## config.mk

```make
export PLATFORM = sky130hd
export DESIGN_NAME = rom_arbiter
export DESIGN_NICKNAME = d
export VERILOG_FILES = /design/src/rtl/rom_arb_pkg.sv /design/src/rtl/rr_arb2.sv /design/src/rtl/rom_arbiter.sv
export SDC_FILE = /design/constraint.sdc
export NUM_CORES = 1
export LEC_CHECK = 0
export ABC_CLOCK_PERIOD_IN_PS = 1200
export CORE_AREA = 2 2 45 47
export CTS_CLUSTER_DIAMETER = 50
export CTS_CLUSTER_SIZE = 14
export DETAILED_ROUTE_END_ITERATION = 8
export DIE_AREA = 0 0 47 49
export DONT_BUFFER_PORTS = 1
export HOLD_SLACK_MARGIN = 0.12
export PLACE_DENSITY = 0.7
export SLEW_MARGIN = 20
export SYNTH_ARGS = -nofsm -noshare
export SYNTH_HDL_FRONTEND = slang
export SYNTH_HIERARCHICAL = 1
export SYNTH_SLANG_ARGS = --single-unit
export TNS_END_PERCENT = 1
```

## constraint.sdc

```tcl
create_clock -name clk -period 1.2 [get_ports clk]
set_input_delay 0.24 -clock clk [delete_from_list [all_inputs] [get_ports clk]]
set_output_delay 0.24 -clock clk [all_outputs]
set_load 0.02 [all_outputs]
```

## src/rtl/rom_arb_pkg.sv

```systemverilog
// Shared definitions for the two-requester ROM arbiter.
// Contents: default ROM geometry, arbiter state encoding, requester ids.
package rom_arb_pkg;

   localparam int unsigned DEF_ADDR_W = 3;
   localparam int unsigned DEF_DATA_W = 8;

   typedef enum logic [1:0] {
      IDLE    = 2'd0,
      ISSUE   = 2'd1,
      CAPTURE = 2'd2
   } state_t;

   localparam logic REQ0 = 1'b0;
   localparam logic REQ1 = 1'b1;

endpackage

```

## src/rtl/rr_arb2.sv

```systemverilog
// Combinational two-way round-robin pick.
// Ports: req[1:0] request vector, ptr favoured requester (0 or 1),
//        win_c[1:0] one-hot winner (all zero when nothing is requested).
module rr_arb2 (
   input  logic [1:0] req,
   input  logic       ptr,
   output logic [1:0] win_c
);

   // A lone request passes straight through; the pointer only breaks ties.
   always_comb begin
      win_c = 2'b00;
      if (req == 2'b11) win_c = ptr ? 2'b10 : 2'b01;
      else              win_c = req;
   end

endmodule

```

## src/rtl/rom_arbiter.sv

```systemverilog
// Round-robin arbiter sharing one registered-read ROM between two requesters.
// Each access takes a fixed three cycles: grant/issue, capture, valid.
// Ports: clk, rst (sync, active high); req0/addr0/gnt0/vld0 and
//        req1/addr1/gnt1/vld1 requester handshakes; rdata shared read data;
//        busy high while an access is in flight; rom_en/rom_addr/rom_data
//        connect to the ROM.
module rom_arbiter
   import rom_arb_pkg::*;
#(
   parameter int unsigned ADDR_W = DEF_ADDR_W,
   parameter int unsigned DATA_W = DEF_DATA_W
) (
   input  logic              clk,
   input  logic              rst,
   input  logic              req0,
   input  logic [ADDR_W-1:0] addr0,
   output logic              gnt0,
   output logic              vld0,
   input  logic              req1,
   input  logic [ADDR_W-1:0] addr1,
   output logic              gnt1,
   output logic              vld1,
   output logic [DATA_W-1:0] rdata,
   output logic              busy,
   output logic              rom_en,
   output logic [ADDR_W-1:0] rom_addr,
   input  logic [DATA_W-1:0] rom_data
);

   state_t     state;
   logic       ptr;
   logic       win_id;
   logic [1:0] win_c;

   // Pointer lives here so it only moves when an access completes.
   rr_arb2 u_arb (
      .req   ({req1, req0}),
      .ptr   (ptr),
      .win_c (win_c)
   );

   // Access sequencer; requests are only looked at in IDLE.
   always_ff @(posedge clk) begin
      if (rst) begin
         state    <= IDLE;
         ptr      <= REQ0;
         win_id   <= REQ0;
         gnt0     <= 1'b0;
         gnt1     <= 1'b0;
         vld0     <= 1'b0;
         vld1     <= 1'b0;
         busy     <= 1'b0;
         rom_en   <= 1'b0;
         rdata    <= '0;
         rom_addr <= '0;
      end else begin
         gnt0 <= 1'b0;
         gnt1 <= 1'b0;
         vld0 <= 1'b0;
         vld1 <= 1'b0;
         case (state)
            IDLE: begin
               if (win_c != 2'b00) begin
                  gnt0     <= win_c[0];
                  gnt1     <= win_c[1];
                  win_id   <= win_c[1];
                  rom_addr <= win_c[1] ? addr1 : addr0;
                  rom_en   <= 1'b1;
                  busy     <= 1'b1;
                  state    <= ISSUE;
               end
            end
            ISSUE: begin
               rom_en <= 1'b0;
               state  <= CAPTURE;
            end
            CAPTURE: begin
               rdata <= rom_data;
               vld0  <= (win_id == REQ0);
               vld1  <= (win_id == REQ1);
               busy  <= 1'b0;
               ptr   <= ~win_id;
               state <= IDLE;
            end
            default: begin
               rom_en <= 1'b0;
               busy   <= 1'b0;
               state  <= IDLE;
            end
         endcase
      end
   end

endmodule

```

# After elaboration in Yosys (flattened, before gate mapping)
# Index checks and enable logic that the tools add are counted.
[word_totals]
elab_cells = 35
input_bits = 18
output_inout_bits = 17
reg_bits = 21
[classes]
mux = 8
eq_ne = 4
reduce_logical = 7
bitwise_logic = 5
[op_table]
columns = ["operator", "n"]
rows = [
  ["2-to-1 mux 2 bit", 3],
  ["AND reduction 2 bit", 3],
  ["NOT 1 bit", 5],
  ["equality test 2 bit, second input constant", 2],
  ["case mux 1 bit (2 select lines)", 2],
  ["case mux 2 bit (2 select lines)", 1],
  ["2-to-1 mux 3 bit", 1],
  ["OR reduction 3 bit", 1],
  ["equality test 2 x 1 -> 1 bit, second input constant", 1],
  ["logical NOT 2 bit", 1],
  ["!= test 2 bit, second input constant", 1],
  ["nonzero test 2 bit", 1],
  ["OR reduction 2 bit", 1],
  ["2-to-1 mux 1 bit", 1],
]

# Logic depth before layout (Yosys ltp)
[logic_depth]
word_depth = 5
ltp_mapped = 7
depth_no_buf = 5

# By module
# The synthesis kept the hierarchy.
[modules_own_cells]
columns = ["module", "cells_each", "area_per_inst_um2", "n_inst"]
rows = [
  ["rom_arbiter", 83, 759.5, 1],
  ["rr_arb2", 3, 18.8, 1],
]

# Worst setup path after synthesis
# Ideal clock, no wire load.
[synth_timing]
path_kind = "reg2reg"
startpoint = "reg ptr"
endpoint = "reg rom_addr[2]"
t_required_ns = 1.109
n_path_buf = 2
path_stages_with_launch = 8
arrival_ns = 1.123
slack_ns = -0.014
path_cell_list = "dfxtp_1 inv_1 a21boi_1 buf_6 or2_1 buf_6 a21oi_1 a311oi_1"
[synth_via]
elab_chain_len = 4
word_cells_on_any_way = 5
cone_classes = "mux (3); reduce/logical (2)"
[synth_lines]
columns = ["item", "line", "source"]
rows = [
  ["start: declaration", "rom_arbiter.sv:31", "logic ptr;"],
  ["start signal: assignment", "rom_arbiter.sv:82", "ptr <= ~win_id;"],
  ["2-to-1 mux 2 bit * (2 in a row)", "rr_arb2.sv:13", "if (req == 2'b11) win_c = ptr ? 2'b10 : 2'b01;"],
  ["net win_c[1]", "rom_arbiter.sv:33", "logic [1:0] win_c;"],
  ["nonzero test 2 bit", "rom_arbiter.sv:63", "if (win_c != 2'b00) begin"],
  ["AND reduction 2 bit (no line)", "-", ""],
  ["end signal: assignment", "rom_arbiter.sv:67", "rom_addr <= win_c[1] ? addr1 : addr0;"],
  ["end: declaration", "rom_arbiter.sv:26", "output logic [ADDR_W-1:0] rom_addr,"],
]
# The timed path passes the listed nets; every way through them passes the cells marked *.
# A chain may end at the register's enable or synchronous reset.

# Worst setup path after layout
# Ends and elaborated chain as after synthesis.

==> flow_metrics.tcl <==
set metrics [dict create \
    min_period_ns 1.17 \
    design_area_sq_um 943 \
    synth.avg_cell_area_sq_um 9.05 \
    routed_wl_mm 1.59 \
    vias 608 \
    tritoncts "yes" \
    grt_first_pass_wirelength_mm 2.48 \
    critPathMaxFanout 6 \
    maxClockFrequency_mhz 852 \
    fin_crit_sh_pct 97.8 \
    viasPerCell 4.86 \
    io_buffers 0 \
    tightest_slew_ns 0.721 \
    grt_pass1_vias 562 \
    synth-seq-cells 21 \
    slew_headroom_pct 51.9 \
    fin_skew_ns 0.00628 \
    clk_pin_slew_ns 0.12 \
    required_ns 1.36 \
    grt-busiest-layer "met2" \
    power_density_nw_per_um2 1400 \
    nets 117 \
    finalMaxSlewViolations 0 \
    dieHeight_microns 49 \
    place.gp.congestion 0.704 \
    setup_viol 0 \
    seq_area_frac_synth_pct 54.0 \
    crit_path_end_kind "flop" \
    wl_per_cell_microns 12.7 \
    rsz0062_at_grt "yes" \
    peakVddDrop_v 0.000835 \
    cts-root-buf "clkbuf_4" \
    placed_area_sq_um 802 \
    clockBufferDepth 2 \
    drtAntennaViolNets 0 \
    row_count 16 \
    layout_common_cells "20 x dfxtp_1, 19 x nand2_1, 15 x a21oi_1" \
    grt_overflow 0 \
    min_path_type "in2reg" \
    use_met2_pct 23.7 \
    fillers 193 \
    drt_iter0_drc 8 \
    status "finished clean" \
    yosysUniqueCellTypes 19 \
    antenna_cells 0 \
    use_met1_pct 17.8 \
    die_w_microns 47 \
    cts_buffers 3 \
    layout_commonest_cell "dfxtp_1" \
    crit_type "reg2reg" \
    clk_latency_ns 0.30 \
    grt_usage_pct 14.7 \
    fin_setup_tns_ns 0 \
    maxCapViolations 0 \
    antenna_found_initial 0 \
    cp_data_arrival_time_ns 1.34 \
    synthCells 86 \
    hold_violations 0 \
    cts_sinks 21 \
    drive_gt1_share_pct 16.3 \
    fin_util_pct 51.2 \
    leakage_nw 0.351 \
    syn_nets 104 \
    synthToLayoutAreaGrowth_pct 21.2 \
    grtUsageMet3_pct 4.44 \
    drt_pass1_iterations 4 \
    top_level_ports 35 \
    dp_hpwl_mm 1.05 \
    ys_warn_count 6 \
    startpoint_type "flop" \
    htree_levels 1 \
    initial_utilization_pct 42.3 \
    route.detailed.drc 0 \
    syn_area_sq_um 778 \
    grt_max_degree 22 \
    core_area_sq_um 1840 \
    die_area_sq_um 2300 \
]
==> sequential cells by signal, summed over array words and instances (netlist names) <==
register  flops
rom_addr      3
state         2
gnt0          1
win_id        1
rom_en        1
ptr           1
gnt1          1
vld1          1
busy          1
rdata         8
vld0          1
==> where the power goes <==
part / internal [mW] / total [mW] / switching, mW
clock network: 0.124 / 0.337 / 0.213
logic: 0.0884 / 0.168 / 0.0796
registers: 0.742 / 0.817 / 0.0749
==> repair_timing <==
item / in CTS / in global routing
resized for setup: 2 / 4
setup buffers: 0 / 1
hold buffers: 9 / 0
hold endpoints to repair: 21 / 0
setup endpoints to repair: 3 / 21
pin swaps: 1 / 0
==> layout make-up <==
type | count | area [sq um] | share of cell area [%]
sequential | 21 | 422 | 44.7
tap | 27 | 33.8 | 3.58
clock inverter | 1 | 5.00 | 0.531
multi-input combinational | 58 | 327 | 34.6
timing repair buffer | 14 | 130 | 13.8
inverter | 1 | 3.75 | 0.398
clock buffer | 3 | 22.5 | 2.39
==> routing by layer <==
| metal | part of all wire, % | up-vias |
|---|---|---|
| met3 | 5.2 | 4 |
| met2 | 52 | 14 |
| li1 | - | 315 |
| met4 | 1.2 | 0 |
| met5 | 0 | - |
| met1 | 41 | 275 |
==> cells in the mapped netlist (all sizes together) <==
cell type  instances  area [sq um]
nand2             19          71.3
nor3               2          10.0
a21boi             2          15.0
nor2b              1          6.26
dfxtp             21           420
o21ai              1          5.00
nor2               3          13.8
clkbuf             2          7.51
buf                4          32.5
a311oi             3          26.3
a21oi             15          75.1
nor3b              4          30.0
nand2b             3          18.8
mux2i              3          30.0
inv                1          3.75
or2                2          12.5
==> critical path, cell delays in order (launching register included) <==
cell	delay (ns)
dfxtp_2	0.35
inv_1	0.05
a21boi_2	0.13
buf_4	0.17
mux2i_2	0.21
a311oi_1	0.11
==> cells by family (layout without fill, tap and decap cells) <==
group                  Yosys count  count (layout)  share of synthesized area [%]
AO/OA/AOI/OAI                   21              21                           15.6
AND/OR/NAND/NOR                 34              34                           20.9
flip-flops                      21              21                           54.0
multiplexers                     3               3                           3.86
buffers and inverters            7              19                           5.63
==> path summary, 6_finish.rpt <==
path,startpoint,endpoint,slack [ns],cells after the start
worst min register to register,ptr$_SDFFE_PP0N_,ptr$_SDFFE_PP0N_,0.47,2
worst max-delay path,ptr$_SDFFE_PP0N_,rom_addr[2]$_SDFFE_PP0P_,0.03,5
worst max register to register,ptr$_SDFFE_PP0N_,rom_addr[2]$_SDFFE_PP0P_,0.03,5
worst min-delay path,addr0[1],rom_addr[1]$_SDFFE_PP0P_,0.17,2
==> per-stage QoR <==
step	power [mW]	setup WS (ns)	std cells	hold slack (ns)
final	1.32	0.0268	125	0.175
after CTS	1.33	0.000807	124	0.172
after global placement	0.952	0.0370	111	0.311
after global routing	1.39	-0.0595	125	0.158
after detailed placement	0.958	-0.0463	111	0.314
after floorplan	0.938	-0.0139	86	0.312
No activity file was read; power rests on OpenSTA's default activity.
